[config.mk]
export PLATFORM = sky130hd
export DESIGN_NAME = sat_counter
export DESIGN_NICKNAME = d
export VERILOG_FILES = /design/src/rtl/lfsr_checker_sat_counter.sv
export SDC_FILE = /design/constraint.sdc
export NUM_CORES = 1
export LEC_CHECK = 0
export CAP_MARGIN = 25
export CORE_UTILIZATION = 57
export CTS_CLUSTER_SIZE = 16
export DETAILED_ROUTE_END_ITERATION = 8
export DONT_BUFFER_PORTS = 1
export PLACE_DENSITY = 0.74
export SLEW_MARGIN = 10
export SYNTH_ARGS = -nofsm -noshare
export SYNTH_HDL_FRONTEND = slang
export SYNTH_SLANG_ARGS = --single-unit
[constraint.sdc]
create_clock -name clk_i -period 2 [get_ports clk_i]
set_input_delay 0.2 -clock clk_i [delete_from_list [all_inputs] [get_ports clk_i]]
set_output_delay 0.2 -clock clk_i [all_outputs]
set_load 0.02 [all_outputs]
[src/rtl/lfsr_checker_sat_counter.sv]
// Saturating accumulator with synchronous clear; a clear coinciding with an
// increment yields the increment alone.
module sat_counter #(
    parameter int W     = 16,
    parameter int INC_W = 1
) (
    input  logic             clk_i,
    input  logic             rst_ni,
    input  logic             clear_i,
    input  logic [INC_W-1:0] inc_i,
    output logic [W-1:0]     count_o
);

    logic [W-1:0] base;
    logic [W:0]   sum;

    assign base = clear_i ? '0 : count_o;
    assign sum  = {1'b0, base} + (W+1)'(inc_i);

    always_ff @(posedge clk_i or negedge rst_ni) begin
        if (!rst_ni)     count_o <= '0;
        else if (sum[W]) count_o <= '1;
        else             count_o <= sum[W-1:0];
    end

endmodule

==> run metrics <==
Sw Pwr=about 150 uW; sequential power share=55.0%; Worst VDD drop=0.370 mV; Worst slew margin=52.6%; Core Util, Final=73.3%; Design Power=609 uW; Congestion Overflow GR=0; worst r2r dst=count_o[14]; most frequent cell after synthesis=dfrtp_1; Mapped Nets=89; fmax=522 MHz; Clock Skews=0.00971 ns; Post-synth EDFFs=0; cell area power density=around 560 nW/um^2; antenna fix cells=0; share of post-route cells with drive strength above 1=34.7%; TritonCTS clock tree=yes; DRT Wirelength=2000 um; die width=41.8 um; Final Slew Violations=0; placed wire-length estimate=1370 um; crit path launch=count_o[0]; Synth area leaders=dfrtp_1, o21ai_2, xnor2_1; # DRC=0; CP peak stage delay=0.43 ns; Pre-antenna DRT Iters=4; FFs w/ async S/R, synth=100%; P_int=461 uW; routed length per placed instance=~17 um; Post-Synth Simple-Gate Area=23.3%; register area share after synthesis=44.3%; Global Route met3 Usage=5.22%; Least-Margin Pin Slew=0.708 ns; DR vias/cell=6.15; Most flops, register=count_o; Yosys top cell area share=44.3%; CP Class=flop to flop; r2r setup slk=~0.085 ns; Synth Area in XOR/XNOR=between 10% and 20%; initial antenna violation count=0; Skew-Pair Late Insertion Delay=0.29 ns; max reg flops=16; Cells after Synth=83; cell area after synthesis=between 900 and 1000 um^2; GR peak layer=met2; DRT iter0 DRCs=17; largest family of logic cells by synthesized area=simple AND/OR/NAND/NOR gates; Initial Util=60.7%; biggest regs=count_o: 16 flops; # rows=14; htree depth=1; mux cell area share after synthesis=between 1 and 1.5%; Tot GR Track Use=24.6%; gpl congestion=0.802; Buf+Inv Stages, Crit Path=1; RR Startpoint=count_o[0]; Hold Fails Final Rpt=0; Non-Filler Instances=117; clk sink count=16; CP max-delay cell=nor4_4; Post-Synth Adder-Cell Area=about 2.8%; number of buffers created by CTS=3; Worst Hold Class=primary input to flop; NumNets Final=108; synthesis-to-finish area growth=20.8%; dominant cell type by area after synthesis=dfrtp_1; Critical Path End Type=flop; Startpoint Class=flop; clk slew on worst S/H paths=0.10 ns; placed cells=108; endpoints failing setup=0; CP Max Fanout=4; P_leak=0.513 nW; first-pass GRT wire length=roughly 3200 um; compound-cell area share of the yosys netlist=14.4%; met2 Use GR=40.0%; Root Driver=clkbuf_4; largest net degree at the start of global routing=17; Synth top cells by count=dfrtp_1, o21ai_2, xnor2_1; Period Utilization, post-route=approximately 96%; clk buf depth=2; Synth warnings=0; DRT antenna net count=0; Hold Path Stages=1; Sw Share=24.4%; total of max-cap violations=0; I/O Buffers=0; GR Layer Usage met1=30.8%; Netlist cell types=31; Reg2Reg Depth=7; vias post-DR=720; predominant post-synthesis flop cell=dfrtp_1; vias in the first global route=between 700 and 800; worst hold slack=0.0522 ns; Die Ht=41.8 um; CP Cell Sequence=nor2b_1 -> ha_2 -> nand4_4 -> nor4_4 -> buf_4 -> nand3_1 -> mux2i_1; Synth Area per Inst=10.9 um^2; Seq cells post-synth=16; CP Data Arrival Time=2.09 ns; Clk network pwr share=35.5%; Top delay family on crit path=simple AND/OR/NAND/NOR gates; Req. time, crit path=2.17 ns; hold_sp=clear_i; die area=1750 um^2; Logic pwr share=9.5%; Hold EP=count_o[2]; # IOs=20; core area=1490 um^2; status=complete, no violations; clock period minus worst slack=1.92 ns
## timing repair
action | 4_1_cts | 5_1_grt
hold buffers | 2 | 0
gates resized for setup | 0 | 3
endpoints found under the setup margin | 0 | 7
hold endpoints to repair | 26 | 0
buffers inserted | 0 | 3
## layout by cell type (no fill, tap or decap), types with 2 or more instances in the layout
master and count:
nand3_1 5, o21ai_0 2, nand2_1 3, nand4_4 2
o21ai_2 10, xor2_1 4, nor3_1 3, xnor2_1 7
dlygate4sd3_1 2, a21oi_1 3, buf_4 15, nand4_1 3
clkbuf_4 3, dfrtp_1 16, inv_1 3, nor2_1 4
## cell families after synthesis
family	Yosys count
XOR/XNOR	11
adder cells (fa/ha/maj)	2
buffers and inverters	6
AO/OA/AOI/OAI	17
flip-flops	16
multiplexers	1
AND/OR/NAND/NOR	30
## area by class of cell
cell class | instances | area, um^2
clock buffer | 4 | 36.3
fill | 92 | 398
inverter | 3 | 11.3
multi-input combinational | 61 | 490
sequential | 16 | 400
tap | 16 | 20.0
timing repair buffer | 17 | 133
## routing by layer
metal,wire length (um),vias up
met5,0,-
met4,27,0
met3,99,4
met2,967,22
met1,905,358
li1,-,336
## metrics by stage
step	setup TNS [ns]	area, um^2	setup WS, ns
3_3_place_gp	0	993	0.195
4_1_cts	0	1050	0.0510
6_report	0	1090	0.0846
5_1_grt	-0.0264	1090	-0.0132
2_1_floorplan	0	903	0.263
3_5_place_dp	0	993	0.0886
## power by group through the flow
stage	sequential (mW)	combinational, mW	clock, mW
2_1_floorplan	0.347	0.0243	0
3_3_place_gp	0.339	0.0416	0
3_5_place_dp	0.340	0.0429	0
4_1_cts	0.334	0.0574	0.219
5_1_grt	0.335	0.0629	0.234
6_report	0.335	0.0581	0.216
## worst max path at each step
stage          cells after the start          end  slack, ns
3_5_place_dp                       7  count_o[11]       0.09
2_1_floorplan                      7  count_o[10]       0.26
3_3_place_gp                       7   count_o[7]       0.19
6_report                           7  count_o[14]       0.08
4_1_cts                            7  count_o[11]       0.05
5_1_grt                            7  count_o[14]      -0.01
No activity file was read; power rests on OpenSTA's default activity.
